`config.mk`:
```
export PLATFORM = sky130hd
export DESIGN_NAME = decode_stage
export DESIGN_NICKNAME = d
export VERILOG_FILES = /design/src/rtl/decode_stage.sv
export SDC_FILE = /design/constraint.sdc
export NUM_CORES = 1
export LEC_CHECK = 0
export CAP_MARGIN = 30
export CORE_ASPECT_RATIO = 1.5
export CORE_MARGIN = 2
export CORE_UTILIZATION = 37
export DETAILED_ROUTE_END_ITERATION = 8
export PLACE_DENSITY = 0.68
export RECOVER_POWER = 100
export SLEW_MARGIN = 40
export SYNTH_ARGS = -nofsm -noshare
export SYNTH_HDL_FRONTEND = slang
export SYNTH_SLANG_ARGS = --single-unit
```
`constraint.sdc`:
```
create_clock -name clk_i -period 4.5 [get_ports clk_i]
set_input_delay 0.675 -clock clk_i [delete_from_list [all_inputs] [get_ports clk_i]]
set_output_delay 0.675 -clock clk_i [all_outputs]
set_load 0.01 [all_outputs]
```
`src/rtl/decode_stage.sv`:
```
// decode_stage: ARM-subset decode with RAW scoreboard; optional DECODE_WB_BYPASS_EN lets a retiring writeback satisfy a stalled read
module decode_stage #(
  parameter int NUM_REGS = 16
) (
  input  logic        clk_i,
  input  logic        reset_i,
  input  logic [31:0] instr_i,
  input  logic [31:0] instr_pc_i,
  input  logic        instr_valid_i,
  output logic        instr_ready_o,
  input  logic        flush_i,
  output logic [3:0]  r1_addr_o,
  output logic [3:0]  r2_addr_o,
  output logic        valid_o,
  input  logic        ready_i,
  output logic [3:0]  cond_o,
  output logic [1:0]  class_o,
  output logic [3:0]  opcode_o,
  output logic        imm_flag_o,
  output logic        set_flags_o,
  output logic [3:0]  rd_o,
  output logic        wr_en_o,
  output logic [23:0] imm_o,
  output logic [31:0] pc_o,
  input  logic        wb_valid_i,
  input  logic [3:0]  wb_addr_i
);
  logic [NUM_REGS-1:0] r_sb;
  logic [NUM_REGS-1:0] w_set, w_clr, w_sb_eff;
  logic [1:0] w_cls_in, w_cls;
  logic [3:0] w_op, w_rn, w_rd, w_rm;
  logic       w_i, w_l, w_held, w_u1, w_u2, w_we, w_haz, w_acc;
  // Decode fields come from the held instruction while execute stalls, so register_file keeps reading its sources
  always_comb begin
    w_held   = valid_o && !ready_i;
    w_cls_in = instr_i[27:26] == 2'b00 ? 2'b00 :
               instr_i[27:26] == 2'b01 ? 2'b01 :
               instr_i[27:25] == 3'b101 ? 2'b10 : 2'b11;
    w_cls    = w_held ? class_o     : w_cls_in;
    w_op     = w_held ? opcode_o    : instr_i[24:21];
    w_i      = w_held ? imm_flag_o  : instr_i[25];
    w_l      = w_held ? set_flags_o : instr_i[20];
    w_rn     = w_held ? imm_o[19:16] : instr_i[19:16];
    w_rd     = w_held ? rd_o        : instr_i[15:12];
    w_rm     = w_held ? imm_o[3:0]  : instr_i[3:0];
    w_u1     = (w_cls == 2'b00 && w_op != 4'b1101 && w_op != 4'b1111) || w_cls == 2'b01;
    w_u2     = (w_cls == 2'b00 && !w_i) || (w_cls == 2'b01 && !w_l);
    w_we     = (w_cls == 2'b00 && w_op[3:2] != 2'b10) || (w_cls == 2'b01 && w_l);
    r1_addr_o = w_u1 ? w_rn : 4'd0;
    r2_addr_o = !w_u2 ? 4'd0 : (w_cls == 2'b01 ? w_rd : w_rm);
  end
  assign w_clr = (wb_valid_i && wb_addr_i != 4'd15) ? NUM_REGS'(1) << wb_addr_i : '0;
  assign w_set = (valid_o && ready_i && !flush_i && wr_en_o && rd_o != 4'd15) ? NUM_REGS'(1) << rd_o : '0;
`ifdef DECODE_WB_BYPASS_EN
  assign w_sb_eff = r_sb & ~w_clr;
`else
  assign w_sb_eff = r_sb;
`endif
  // A source is busy if marked pending or written by the instruction currently in the output register; r15 never stalls
  always_comb begin
    w_haz = (w_u1 && r1_addr_o != 4'd15 && (w_sb_eff[r1_addr_o] || (valid_o && wr_en_o && rd_o == r1_addr_o))) ||
            (w_u2 && r2_addr_o != 4'd15 && (w_sb_eff[r2_addr_o] || (valid_o && wr_en_o && rd_o == r2_addr_o)));
    instr_ready_o = !reset_i && !flush_i && !w_haz && (!valid_o || ready_i);
    w_acc = instr_valid_i && instr_ready_o;
  end
  // Output register: flush kills, accept loads, handoff empties, otherwise hold
  always_ff @(posedge clk_i or posedge reset_i) begin
    if (reset_i) begin
      valid_o     <= 1'b0;
      cond_o      <= '0;
      class_o     <= '0;
      opcode_o    <= '0;
      imm_flag_o  <= 1'b0;
      set_flags_o <= 1'b0;
      rd_o        <= '0;
      wr_en_o     <= 1'b0;
      imm_o       <= '0;
      pc_o        <= '0;
    end else if (flush_i) begin
      valid_o <= 1'b0;
    end else if (w_acc) begin
      valid_o     <= 1'b1;
      cond_o      <= instr_i[31:28];
      class_o     <= w_cls_in;
      opcode_o    <= instr_i[24:21];
      imm_flag_o  <= instr_i[25];
      set_flags_o <= instr_i[20];
      rd_o        <= instr_i[15:12];
      wr_en_o     <= w_we;
      imm_o       <= instr_i[23:0];
      pc_o        <= instr_pc_i;
    end else if (ready_i) begin
      valid_o <= 1'b0;
    end
  end
  // Pending-write scoreboard; a new writer's set beats a same-cycle writeback clear
  always_ff @(posedge clk_i or posedge reset_i) begin
    if (reset_i) r_sb <= '0;
    else         r_sb <= (r_sb & ~w_clr) | w_set;
  end
endmodule

```
# [Word level (Yosys, flattened, before mapping)]
# Index checks and enable logic that the tools add are counted.
[classes] order_cmp=2 n_eq_ne=12 shifts=2 n_mux=22 bitwise=4 reduce_logical=41
[op_table] operator="$mux W16" count=2
[op_table] operator="$shl A1 B4 Y16 const A" count=2
[op_table] operator="$mux W4" count=7
[op_table] operator="$ne A4 B4 Y1 const B" count=6
[op_table] operator="$logic_and A1 B1 Y1" count=23
[op_table] operator="$and A16 B16 Y16" count=1
[op_table] operator="$not A16 Y16" count=1
[op_table] operator="$or A16 B16 Y16" count=1
[op_table] operator="$lt A4 B5 Y1 const B" count=2
[op_table] operator="$bmux W1 S4" count=2
[op_table] operator="$eq A4 B4 Y1" count=2
[op_table] operator="$mux W1" count=8
[op_table] operator="$logic_not A1 Y1" count=7
[op_table] operator="$logic_or A1 B1 Y1" count=7
[op_table] operator="$mux W2" count=3
[op_table] operator="$eq A2 B1 Y1 const B" count=2
[op_table] operator="$logic_not A2 Y1" count=2
[op_table] operator="$eq A3 B3 Y1 const B" count=1
[op_table] operator="$reduce_bool A3 Y1" count=1
[op_table] operator="$ne A2 B2 Y1 const B" count=1
[op_table] operator="$reduce_and A2 Y1" count=1
[op_table] operator="$not A1 Y1" count=1
[word_totals] regBits=90 inputBits=74 out_inout_bits=83 wordCells=94

# [Longest topological paths before layout]
# Gate-level depths: netlist (run 1).
[logic_depth] word_depth=21 depth_mapped=14 ltp_nobuf=10

# [Worst setup path before layout (run 1)]
# OpenSTA, ideal clock, no wires.
[synth_timing] kind="in2reg" startpoint="in ready_i" endpoint="reg class_o[0]" setup_ps=125 arrival_time_ps=3421 t_required_ps=4375 slack_ps=954 stages=12 path_buffers=3 path_cell_list="nand2b_1 buf_4 a221oi_1 nand3_1 inv_2 mux2_2 o311ai_1 nor2_1 or4b_4 buf_6 buf_6 mux2_4"
[synth_between] elab_cells_between_ends=47 cone_classes="7 x eq/ne; 14 x mux; 26 x reduce/logical"
[synth_rtl] item="start, declared" line_no="15" rtl="input logic ready_i,"
[synth_rtl] item="$logic_not A1 Y1 (*)" line_no="35" rtl="w_held = valid_o && !ready_i;"
[synth_rtl] item="$logic_and A1 B1 Y1 (*)" line_no="35"
[synth_rtl] item="$mux W2 (tied with other cells)" line_no="39" rtl="w_cls = w_held ? class_o : w_cls_in;"
[synth_rtl] item="$eq A2 B1 Y1 (tied with other cells)" line_no="47, 50"
[synth_rtl] item="$logic_and A1 B1 Y1" line_no="47" rtl="w_u2 = (w_cls == 2'b00 && !w_i) || (w_cls == 2'b01 && !w_l);"
[synth_rtl] item="$logic_or A1 B1 Y1" line_no="47"
[synth_rtl] item="$mux W4 (*)" line_no="50" rtl="r2_addr_o = !w_u2 ? 4'd0 : (w_cls == 2'b01 ? w_rd : w_rm);"
[synth_rtl] item="via r2_addr_o[0]" line_no="13" rtl="output logic [3:0] r2_addr_o,"
[synth_rtl] item="$bmux W1 S4 / $eq A4 B4 Y1 (equally long branches)" line_no="62" rtl="(w_u2 && r2_addr_o != 4'd15 && (w_sb_eff[r2_addr_o] || (valid_o && wr_en_o && rd_o == r2_addr_o)));"
[synth_rtl] item="$mux W1 (not written as such) / $logic_and A1 B1 Y1 (equally long branches)" line_no="62"
[synth_rtl] item="$logic_or A1 B1 Y1" line_no="62"
[synth_rtl] item="$logic_and A1 B1 Y1 (*)" line_no="62"
[synth_rtl] item="$logic_or A1 B1 Y1 (*)" line_no="61" rtl="w_haz = (w_u1 && r1_addr_o != 4'd15 && (w_sb_eff[r1_addr_o] || (valid_o && wr_en_o && rd_o == r1_addr_o))) ||"
[synth_rtl] item="$logic_not A1 Y1 (*)" line_no="63" rtl="instr_ready_o = !reset_i && !flush_i && !w_haz && (!valid_o || ready_i);"
[synth_rtl] item="$logic_and A1 B1 Y1 (*) (2 in series)" line_no="63"
[synth_rtl] item="$logic_and A1 B1 Y1 (*)" line_no="64" rtl="w_acc = instr_valid_i && instr_ready_o;"
[synth_rtl] item="$reduce_and A2 Y1 (no line) (*)"
[synth_rtl] item="end signal, assigned" line_no="84" rtl="class_o <= w_cls_in;"
[synth_rtl] item="end, declared" line_no="17" rtl="output logic [1:0] class_o,"
# The timed path passes the listed nets; every way through them passes the cells marked *. The select of a mux whose other input is x is not followed.
# A chain may end at the register's enable or synchronous reset.

# [Worst setup path after layout (run 1)]
[layout_timing] startpoint="in instr_i[26]" endpoint="out instr_ready_o"
[layout_between] elab_chain_len=18 elab_cells_between_ends=38 cone_classes="7 x eq/ne; 11 x mux; 20 x reduce/logical"
[layout_rtl] item="start, declared" line_no="7" rtl="input logic [31:0] instr_i,"
[layout_rtl] item="$eq A3 B3 Y1" line_no="38" rtl="instr_i[27:25] == 3'b101 ? 2'b10 : 2'b11;"
[layout_rtl] item="$mux W1" line_no="38"
[layout_rtl] item="$mux W2" line_no="37" rtl="instr_i[27:26] == 2'b01 ? 2'b01 :"
[layout_rtl] item="$mux W2 (*)" line_no="36" rtl="w_cls_in = instr_i[27:26] == 2'b00 ? 2'b00 :"
[layout_rtl] item="$mux W2 (*)" line_no="39"
[layout_rtl] item="$logic_not A2 Y1" line_no="46, 47"
[layout_rtl] item="$logic_and A1 B1 Y1 (2 in series)" line_no="46" rtl="w_u1 = (w_cls == 2'b00 && w_op != 4'b1101 && w_op != 4'b1111) || w_cls == 2'b01;"
[layout_rtl] item="$logic_or A1 B1 Y1" line_no="46"
[layout_rtl] item="$mux W4" line_no="49" rtl="r1_addr_o = w_u1 ? w_rn : 4'd0;"
[layout_rtl] item="$bmux W1 S4 / $eq A4 B4 Y1 (equally long branches)" line_no="61"
[layout_rtl] item="$mux W1 (not written as such) / $logic_and A1 B1 Y1 (equally long branches)" line_no="61"
[layout_rtl] item="$logic_or A1 B1 Y1" line_no="61"
[layout_rtl] item="$logic_and A1 B1 Y1" line_no="61"
[layout_rtl] item="$logic_or A1 B1 Y1 (*)" line_no="61"
[layout_rtl] item="$logic_not A1 Y1 (*)" line_no="63"
[layout_rtl] item="$logic_and A1 B1 Y1 (*) (2 in series)" line_no="63"
[layout_rtl] item="end, declared" line_no="10" rtl="output logic instr_ready_o,"
# Every way passes the cells marked *; elsewhere a longest branch is shown, timed or not. The select of a mux whose other input is x is not followed.

==> results of run 1 <==
-- through the flow --
step | setup WS [ps] | hold slack [ps] | cell area [um^2] | cells
2_1_floorplan | 954 | 451 | 4510 | 387
3_3_place_gp | -18.9 | 444 | 6250 | 690
3_5_place_dp | 2.02 | 433 | 6260 | 690
4_1_cts | 26.4 | 449 | 6540 | 706
5_1_grt | -87.5 | 453 | 6590 | 706
6_report | 66.9 | 454 | 6590 | 706
-- final cells by class --
class                      instances  area [um^2]  area share (%)
inverter                          17         65.1           0.987
timing repair buffer             178         1720            26.1
sequential                        82         2050            31.1
multi-input combinational        260         2280            34.6
tap                              153          191            2.90
clock inverter                     5         37.5           0.569
clock buffer                      11          243            3.68
-- worst paths after layout --
| kind | from | end | cells past startpoint |
|---|---|---|---|
| max | instr_i[26] | instr_ready_o | 11 |
| min | r_sb[15] | r_sb[15] | 0 |
| max reg2reg | class_o[0] | pc_o[26] | 10 |
| min reg2reg | r_sb[15] | r_sb[15] | 0 |
| max in group asynchronous | reset_i | pc_o[16] | 3 |
| min in group asynchronous | reset_i | class_o[0] | 2 |
-- per-layer routing --
metal | routed length [um] | share of wire, % | global-route usage [%]
met3 | 722 | 5.5 | 4.98
met5 | 0 | 0 | 0
met4 | 330 | 2.5 | 9.38
met2 | 7150 | 54 | 35.9
met1 | 5010 | 38 | 23.3
-- what timing repair did --
item                                    CTS  global route
pin swaps                                 0             3
cloned                                    0             0
resized for setup                         1            13
endpoints found under the setup margin    1             1
-- cells by family after synthesis --
group / synth area share (%)
simple gates: 11.3
mux: 24.6
flops: 45.5
compound gates: 11.9
buf+inv: 5.58
xor+xnor: 1.17
-- placed cells by master, fill, tap and decap left out, drive strengths merged, types with 3 or more instances in the layout --
master,count
clkbuf,15
mux2,68
a211oi,3
nor4,5
xnor2,6
inv,17
nor3,5
o21ai,29
o31ai,8
nand3,12
clkinvlp,3
dfrtp,82
a21oi,9
o211ai,3
a221oi,5
a21o,3
nand2b,7
o41ai,4
nor2b,3
nand4,3
mux2i,19
o221ai,3
nand2,24
clkdlybuf4s50,77
dlygate4sd3,78
buf,18
nor2,12
-- flip-flops by register name, summed over array words and instances (netlist names) --
signal and count:
imm_o 18, rd_o 3, class_o 2, r_sb 16, imm_flag_o 1, opcode_o 4
cond_o 4, wr_en_o 1, valid_o 1, pc_o 32
-- power groups by stage --
stage               Clock [mW]  Sequential [mW]  Combinational, mW
finish                   0.702             1.06               1.05
global route             0.745             1.09               1.12
CTS                      0.718             1.07               1.12
detailed placement           0             1.07               1.12
global placement             0             1.07               1.10
floorplan                    0             1.12              0.479
==> qor.csv, run 1 <==
stage,metric,value,unit
route,wl_per_cell,18.7,um
route,vias_per_cell,5.35,
logic_synthesis,synthCells,387,
logic_synthesis,synth.area.top_cells,"dfrtp_1, mux2_4, mux2_2",
route,vias,3774,
sta,hold_viol,0,
pwr,seq_power_share,37.7,%
cts,cts.sinks,82,
global_route,grt_pass1_wl,20900,um
global_route,overflow,0,
logic_synthesis,ys_ff_latch,82,
job,drv_cap,1,
cts,cts_inserted_buffers,9,
sta,period_minus_slack,4430,ps
placed_design,dp.final_hpwl,9890,um
worst_setup_path,critPathTopFamily,buffers and inverters,
worst_setup_path,critPathBufInv,3,
cts,cts_tree,built,
worst_setup_path,critPathRequiredTime,3830,ps
worst_hold_path,min_path_type,reg2reg,
sta,tns,0,ps
sta,relSlewSlack,-69.9,%
run_status,status,finished with violations,
sta,worstMarginPinSlew,2540,ps
sta,setup_viol,0,
logic_synthesis,synth_nets,461,
worst_setup_path,arrival,3760,ps
logic_synthesis,ys_types,62,
sta,finalCritPeriodShare,98.5,%
logic_synthesis,synth_commonest_cells,"dfrtp_1, mux2_4, mux2_2, o21ai_0, nand2_1",
final_layout,synthToLayoutAreaGrowth,46.1,%
sta,finalMaxSlewViolations,57,
cts,cts_root_buf,clkbuf_16,
logic_synthesis,postSynthAreaPerCell,11.7,um^2
pwr,switchingPower,899,uW
route,drt_iter0_markers,169,
die,core,0.0120,mm^2
logic_synthesis,yosys_most_used_dff,dfrtp_1,
final_layout,post-route-util,55.1,%
route,detail-route-antenna-nets,0,
worst_setup_path,cp_slowest_cell,clkdlybuf4s50_1,
final_layout,n_antenna_cell,0,
cts,clock_path_buffers,2,
sta,fmax,226,MHz
global_route,antenna_found_initial,0,
die,rows,49,
global_route,grt_pass1_vias,4077,
pwr,power.density,427,mW/mm^2
final_layout,drive_above_1_share,22.4,%
die,die_w,94.2,um
logic_synthesis,yosys_warnings,0,
pwr,total_power,2.81,mW
pwr,power.internal,1.91,mW
cts,holdBufCountCts,0,
logic_synthesis,ys_seq_area_share,45.5,%
logic_synthesis,synth.cell_area,0.00451,mm^2
sta,skew,7.41,ps
global_route,grt_use_total,20.6,%
route,drc_errors,0,
final_layout,fin_nets,622,
route,wirelength,13200,um
worst_setup_path,startpoint_type,input pin,
worst_setup_path,critPathKind,in2out,
logic_synthesis,synth.most_common_cell,dfrtp_1,
cts,post-cts-setup-buffer-count,0,
route,drt-pass1-iter-count,4,
worst_setup_path,cp-end-kind,output pin,
run_status,violations,"capacitance limit, slew limit",
pwr,leakage,2.92,nW
pwr,combPwrFrac,37.4,%
cts,ctsHtreeMaxLevel,3,
placed_design,port_buffers,156,
die,chipHeight,139,um
logic_synthesis,synth_top_area_share,45.5,%
worst_setup_path,max_stage_delay,570,ps
cts,clk-insertion-delay-late,340,ps
worst_setup_path,cpMostUsedCell,clkdlybuf4s50_1,
die,io_pins,157,
placed_design,gp_congestion,0.934,
worst_setup_path,path_cells,"clkdlybuf4s50_1, and2b_1, mux2i_1, mux2_2, nand2_1, a211oi_1, a21oi_1, o41ai_2, nor4_2, buf_4, clkdlybuf4s50_1",
logic_synthesis,post-synth-top-area-cell,dfrtp_1,
logic_synthesis,synthArstFlopShare,100,%
die,dieArea,0.0131,mm^2
global_route,grt_max_degree,57,
pwr,worst_ir_drop_vdd,0.270,mV
cts,clkTransAtPathRegs,60,ps
final_layout,fillers,1045,
logic_synthesis,synth-edff-count,0,
pwr,pwr-share-clk,25.0,%
pwr,switching_share,32.0,%
worst_setup_path,r2r_slack,450,ps
die,start_util,37.7,%
worst_setup_path,path_max_fanout,5,
Note: power is estimated with default switching activity, not from simulation.
==> run 2: changes to the inputs <==
HOLD_SLACK_MARGIN = 0.08   (was unset)
SLEW_MARGIN = unset   (was 40)
==> run 2 against run 1 <==
Against the previous run: the run still ends with capacitance limit, slew limit left; via count increased by 0.40%; clock power increased by 8.8%; highest routed layer unchanged; utilization decreased by 0.77 points; critical path depth increased by 1; largest cell class unchanged; critical endpoint unchanged; flip-flop and latch count unchanged; largest power group unchanged.
==> qor.csv, run 2 (synthesized netlist as in run 1, its figures left out) <==
stage,metric,value,unit
pwr,power.density,428,mW/mm^2
global_route,overflow,0,
final_layout,top_register,pc_o,
die,io_pins,157,
placed_design,dp.final_hpwl,10000,um
worst_setup_path,arrival,3710,ps
placed_design,dp.cells,691,
sta,hold_viol,0,
pwr,worst_ir_drop_vdd,0.407,mV
global_route,antenna_found_initial,0,
worst_setup_path,path_cells,"clkdlybuf4s50_1, buf_4, and2b_2, nor4_2, buf_4, nor4_4, buf_4, a31oi_1, a211o_1, nor4_4, buf_4, clkdlybuf4s50_1",
final_layout,fillers,1085,
cts,clkTransAtPathRegs,70,ps
cts,cts_tree,built,
worst_hold_path,min_path_type,reg2reg,
route,vias_per_cell,5.34,
final_layout,reg_top3,"pc_o x32, imm_o x18, r_sb x16",
final_layout,multi_input_area,0.00215,mm^2
route,drt_iter0_markers,136,
worst_setup_path,cp_slowest_cell,clkdlybuf4s50_1,
job,drv_cap,1,
final_layout,n_antenna_cell,0,
cts,cts_root_buf,clkbuf_16,
route,drt-pass1-iter-count,4,
route,vias,3789,
cts,cts.sinks,82,
pwr,switching_share,32.2,%
sta,relSlewSlack,-34.0,%
route,wl_per_cell,18.4,um
global_route,grt_pass1_wl,21300,um
final_layout,seq_area,0.00205,mm^2
cts,cts_inserted_buffers,9,
sta,worst_slack,112,ps
cts,ctsHtreeMaxLevel,3,
cts,holdBufCountCts,0,
worst_setup_path,r2r_slack,410,ps
placed_design,port_buffers,156,
global_route,grt_max_degree,53,
sta,rsz0062_at_grt,no,
worst_setup_path,critPathBufInv,6,
pwr,switchingPower,896,uW
sta,period_minus_slack,4390,ps
placed_design,gp_congestion,0.934,
final_layout,fin_nets,625,
worst_setup_path,cp-end-kind,output pin,
route,drc_errors,0,
cts,clock_path_buffers,2,
pwr,seq_power_share,37.9,%
final_layout,largest_register_ffs,32,
sta,finalMaxSlewViolations,36,
worst_setup_path,critPathKind,in2out,
worst_setup_path,path_max_fanout,8,
worst_setup_path,critPathTopFamily,buffers and inverters,
pwr,power.internal,1.89,mW
worst_setup_path,cpMostUsedCell,buf_4,
route,detail-route-antenna-nets,0,
run_status,violations,"capacitance limit, slew limit",
pwr,leakage,2.76,nW
die,dieArea,0.0131,mm^2
placed_design,dp_slack,-6.32,ps
global_route,grt_pass1_vias,4087,
cts,clk-insertion-delay-late,340,ps
pwr,combPwrFrac,34.7,%
sta,fmax,228,MHz
final_layout,synthToLayoutAreaGrowth,44.1,%
die,core,0.0120,mm^2
die,start_util,37.7,%
route,wirelength,13100,um
die,die_w,94.2,um
worst_setup_path,max_stage_delay,520,ps
final_layout,layout.cells.non_filler,709,
die,rows,49,
pwr,pwr-share-clk,27.5,%
sta,tns,0,ps
sta,setup_viol,0,
run_status,status,finished with violations,
sta,finalCritPeriodShare,97.5,%
die,chipHeight,139,um
worst_setup_path,startpoint_type,input pin,
global_route,grt_use_total,20.8,%
sta,skew,5.44,ps
worst_setup_path,critPathRequiredTime,3830,ps
final_layout,layout_common_cells,"dfrtp_1, dlygate4sd3_1, clkdlybuf4s50_1",
sta,worstMarginPinSlew,2010,ps
final_layout,layout_commonest_cell,dfrtp_1,
final_layout,drive_above_1_share,14.9,%
==> run 2: changes by cell type in the layout (fill, tap and decap cells not counted), sizes merged <==
cell / delta
clkbuf: +2
clkdlybuf4s50: -2
dlygate4sd3: +2
bufinv: +1
clkinv: +1
clkinvlp: -1
==> run 2: power groups by stage <==
stage                     combinational (mW)  sequential (mW)  clock [mW]
after CTS                               1.13             1.07       0.783
after global placement                  1.10             1.07           0
final                                  0.964             1.05       0.764
after detailed placement                1.12             1.07           0
after global routing                    1.04             1.08       0.815
after floorplan                        0.479             1.12           0
==> run 2: metal layers <==
layer	share of wire (%)	wire [um]	track usage [%]	up-vias
li1	-	-	-	1737
met1	38	4970	24.0	1878
met2	54	7000	36.5	144
met3	5.9	765	4.98	30
met4	2.5	329	8.39	0
met5	0	0	0	-
==> run 2: path summary, 6_finish.rpt <==
kind,start,end,depth (start not counted)
worst max register to register,rd_o[0],imm_o[7],10
min in group asynchronous,reset_i,class_o[0],2
worst max-delay path,instr_i[27],instr_ready_o,12
max in group asynchronous,reset_i,imm_o[17],3
worst min register to register,r_sb[15],r_sb[15],0
worst min-delay path,r_sb[15],r_sb[15],0
==> run 2: timing repair <==
action,in CTS,in global routing
endpoints found under the hold margin,0,0
buffers inserted,0,2
resized for setup,4,13
setup endpoints to repair,1,1
pin swaps,1,5
==> run 2: per-stage QoR <==
stage,hold slack (ps),cell area (um^2),total power [mW],util (%)
2_1_floorplan,451,4510,1.60,-
3_3_place_gp,444,6250,2.17,52.3
3_5_place_dp,430,6270,2.19,52.5
4_1_cts,447,6610,2.98,55.3
5_1_grt,480,6500,2.93,54.4
6_report,459,6500,2.78,54.4
==> run 2: worst reg2reg max path, stage by stage, from the launching register on <==
cell and delay [ps]:
dfrtp_1 410, clkbuf_1 750, mux2i_1 170, mux2_2 370, o31ai_2 330, a311oi_1 100
nand4_1 170, o41ai_4 120, or4b_1 570, clkbuf_4 470, mux2_1 510
==> run 2: area by class of cell <==
type	instances	share of cell area, %
Inverter	17	1.00
Timing Repair Buffer	181	26.7
Tap cell	153	2.95
Clock buffer	10	3.68
Multi-Input combinational cell	260	33.0
Sequential cell	82	31.6
Clock inverter	6	1.12
==> run 3: changes to the inputs <==
CTS_BUF_LIST = sky130_fd_sc_hd__clkbuf_2 sky130_fd_sc_hd__clkbuf_4 sky130_fd_sc_hd__clkbuf_8   (was unset)
MAX_ROUTING_LAYER = met4   (was unset)
PLACE_DENSITY = unset   (was 0.68)
PLACE_DENSITY_LB_ADDON = 0.15   (was unset)
==> run 3 against run 2 <==
Against the previous run: the run still ends with capacitance limit, slew limit left; global-route usage increased by 0.41 points; routed wire length is 0.35% lower; largest cell class unchanged; hold slack got worse by 20 ps; total power decreased by 8.1%; critical endpoint unchanged; sequential share of layout area up 0.99 points.
==> qor.csv, run 3 (synthesized netlist as in run 1, its figures left out) <==
stage,metric,value,unit
run_status,status,finished with violations,
run_status,violations,"capacitance limit, slew limit",
die,rows,49,
sta,fmax,233,MHz
route,detail-route-antenna-nets,0,
route,wirelength,13000,um
worst_hold_path,hold_start,r_sb[15],
sta,relSlewSlack,-59.0,%
cts,clock_path_buffers,2,
die,die_w,94.2,um
worst_setup_path,critPathTopFamily,simple AND/OR/NAND/NOR gates,
route,drt-pass1-iter-count,4,
final_layout,reg_top3,"pc_o x32, imm_o x18, r_sb x16",
pwr,worst_ir_drop_vdd,0.204,mV
final_layout,post-route-util,52.7,%
route,drt_iter0_markers,219,
cts,cts.sinks,82,
route,wl_per_cell,18.5,um
worst_setup_path,critPathBufInv,3,
placed_design,gp_congestion,0.914,
final_layout,layout_common_cells,"dfrtp_1, dlygate4sd3_1, clkdlybuf4s50_1",
route,vias_per_cell,5.34,
sta,finalMaxSlewViolations,78,
pwr,pwr-share-clk,22.2,%
cts,clk-insertion-delay-late,360,ps
sta,finalCritPeriodShare,95.4,%
worst_setup_path,cpMostUsedCell,clkdlybuf4s50_1,
global_route,grt_pass1_wl,20800,um
worst_setup_path,cp_slowest_cell,or4_1,
sta,hold_viol,0,
worst_setup_path,crit_start,ready_i,
placed_design,port_buffers,156,
worst_setup_path,cp-end-kind,output pin,
sta,holdWs,439,ps
pwr,leakage,2.66,nW
cts,cts_tree,built,
job,drv_cap,2,
cts,post-cts-setup-buffer-count,0,
die,chipHeight,139,um
worst_setup_path,startpoint_type,input pin,
sta,setup_viol,0,
pwr,switching_share,33.0,%
cts,clkTransAtPathRegs,90,ps
final_layout,n_antenna_cell,0,
cts,ctsHtreeMaxLevel,3,
final_layout,top_register,pc_o,
sta,rsz0062_at_grt,no,
pwr,power.density,406,mW/mm^2
sta,skew,8.00,ps
cts,holdBufCountCts,0,
pwr,switchingPower,845,uW
global_route,grt_pass1_vias,3994,
worst_setup_path,rr_startpoint,class_o[0],
worst_setup_path,max_stage_delay,560,ps
worst_hold_path,min_path_type,reg2reg,
route,vias,3756,
sta,tns,0,ps
pwr,seq_power_share,41.7,%
worst_setup_path,critPathRequiredTime,3830,ps
worst_setup_path,path_cells,"clkdlybuf4s50_1, buf_4, and3b_1, a21o_4, or3_1, or4_1, a21oi_1, a21o_1, nor4_1, clkdlybuf4s50_1",
sta,worstMarginPinSlew,2390,ps
pwr,power.internal,1.71,mW
cts,cts_root_buf,clkbuf_8,
final_layout,synthToLayoutAreaGrowth,39.7,%
die,dieArea,0.0131,mm^2
worst_setup_path,arrival,3620,ps
sta,period_minus_slack,4290,ps
worst_setup_path,path_max_fanout,8,
die,io_pins,157,
pwr,total_power,2.56,mW
die,start_util,37.7,%
pwr,combPwrFrac,36.1,%
global_route,antenna_found_initial,0,
worst_setup_path,critPathKind,in2out,
final_layout,layout_commonest_cell,dfrtp_1,
global_route,grt_use_total,21.2,%
global_route,grt_max_degree,53,
global_route,overflow,0,
final_layout,drive_above_1_share,13.6,%
placed_design,dp.final_hpwl,10000,um
route,drc_errors,0,
final_layout,largest_register_ffs,32,
cts,cts_inserted_buffers,9,
die,core,0.0120,mm^2
final_layout,fin_nets,620,
==> run 3: cell count changes in the layout (fill, tap and decap cells not counted), sizes merged <==
cell | previous run | this run
buf | 18 | 14
inv | 17 | 15
clkdlybuf4s50 | 75 | 76
clkinvlp | 2 | 3
dlymetal6s2s | 1 | 0
==> run 3: path summary, 6_finish.rpt <==
path | end | cells after the start | slack, ps
max | instr_ready_o | 10 | 210
min | r_sb[15] | 0 | 440
max reg2reg | pc_o[1] | 10 | 680
min reg2reg | r_sb[15] | 0 | 440
max in group asynchronous | pc_o[18] | 3 | 1190
min in group asynchronous | r_sb[15] | 2 | 770
==> run 3: timing repair <==
action,in CTS,in global routing
setup endpoints to repair,0,1
hold endpoints to repair,0,0
gates resized for setup,0,3
==> run 3: power by group through the flow <==
stage	Combinational [mW]	Clock (mW)	Sequential, mW
global placement	1.08	0	1.09
detailed placement	1.09	0	1.09
global route	0.994	0.621	1.10
CTS	1.10	0.593	1.08
floorplan	0.479	0	1.12
finish	0.922	0.568	1.07
==> run 3: worst reg2reg max path: cells and delay by family (launching register included) <==
family                 cells  cell delay [ps]
buffers and inverters      1              440
muxes                      3             1010
DFF                        1              500
AOI/OAI and AO/OA          3              590
and+or+nand+nor            3             1160
==> run 3: final cells by class <==
type,instances,area (um^2)
flip-flops and latches,82,2050
fillers,1138,5650
multi-input cells,260,2070
repair buffers,176,1710
well taps,153,191
clock inverters,5,62.6
clock buffers,11,151
inverters,17,65.1
==> run 3: metrics by stage <==
stage / setup WS, ps / std cells / cell area, um^2
floorplan: 954 / 387 / 4510
global placement: 120 / 687 / 6240
detailed placement: 84.4 / 687 / 6240
CTS: 84.1 / 703 / 6460
global route: 11.8 / 704 / 6300
finish: 207 / 704 / 6300
==> run 3: metal layers <==
layer / vias up / global-route usage (%) / routed length (um)
met4: 0 / 8.77 / 428
met1: 1848 / 24.9 / 5060
met5: - / - / 0
met2: 154 / 35.6 / 6870
met3: 27 / 3.63 / 658
li1: 1727 / - / -
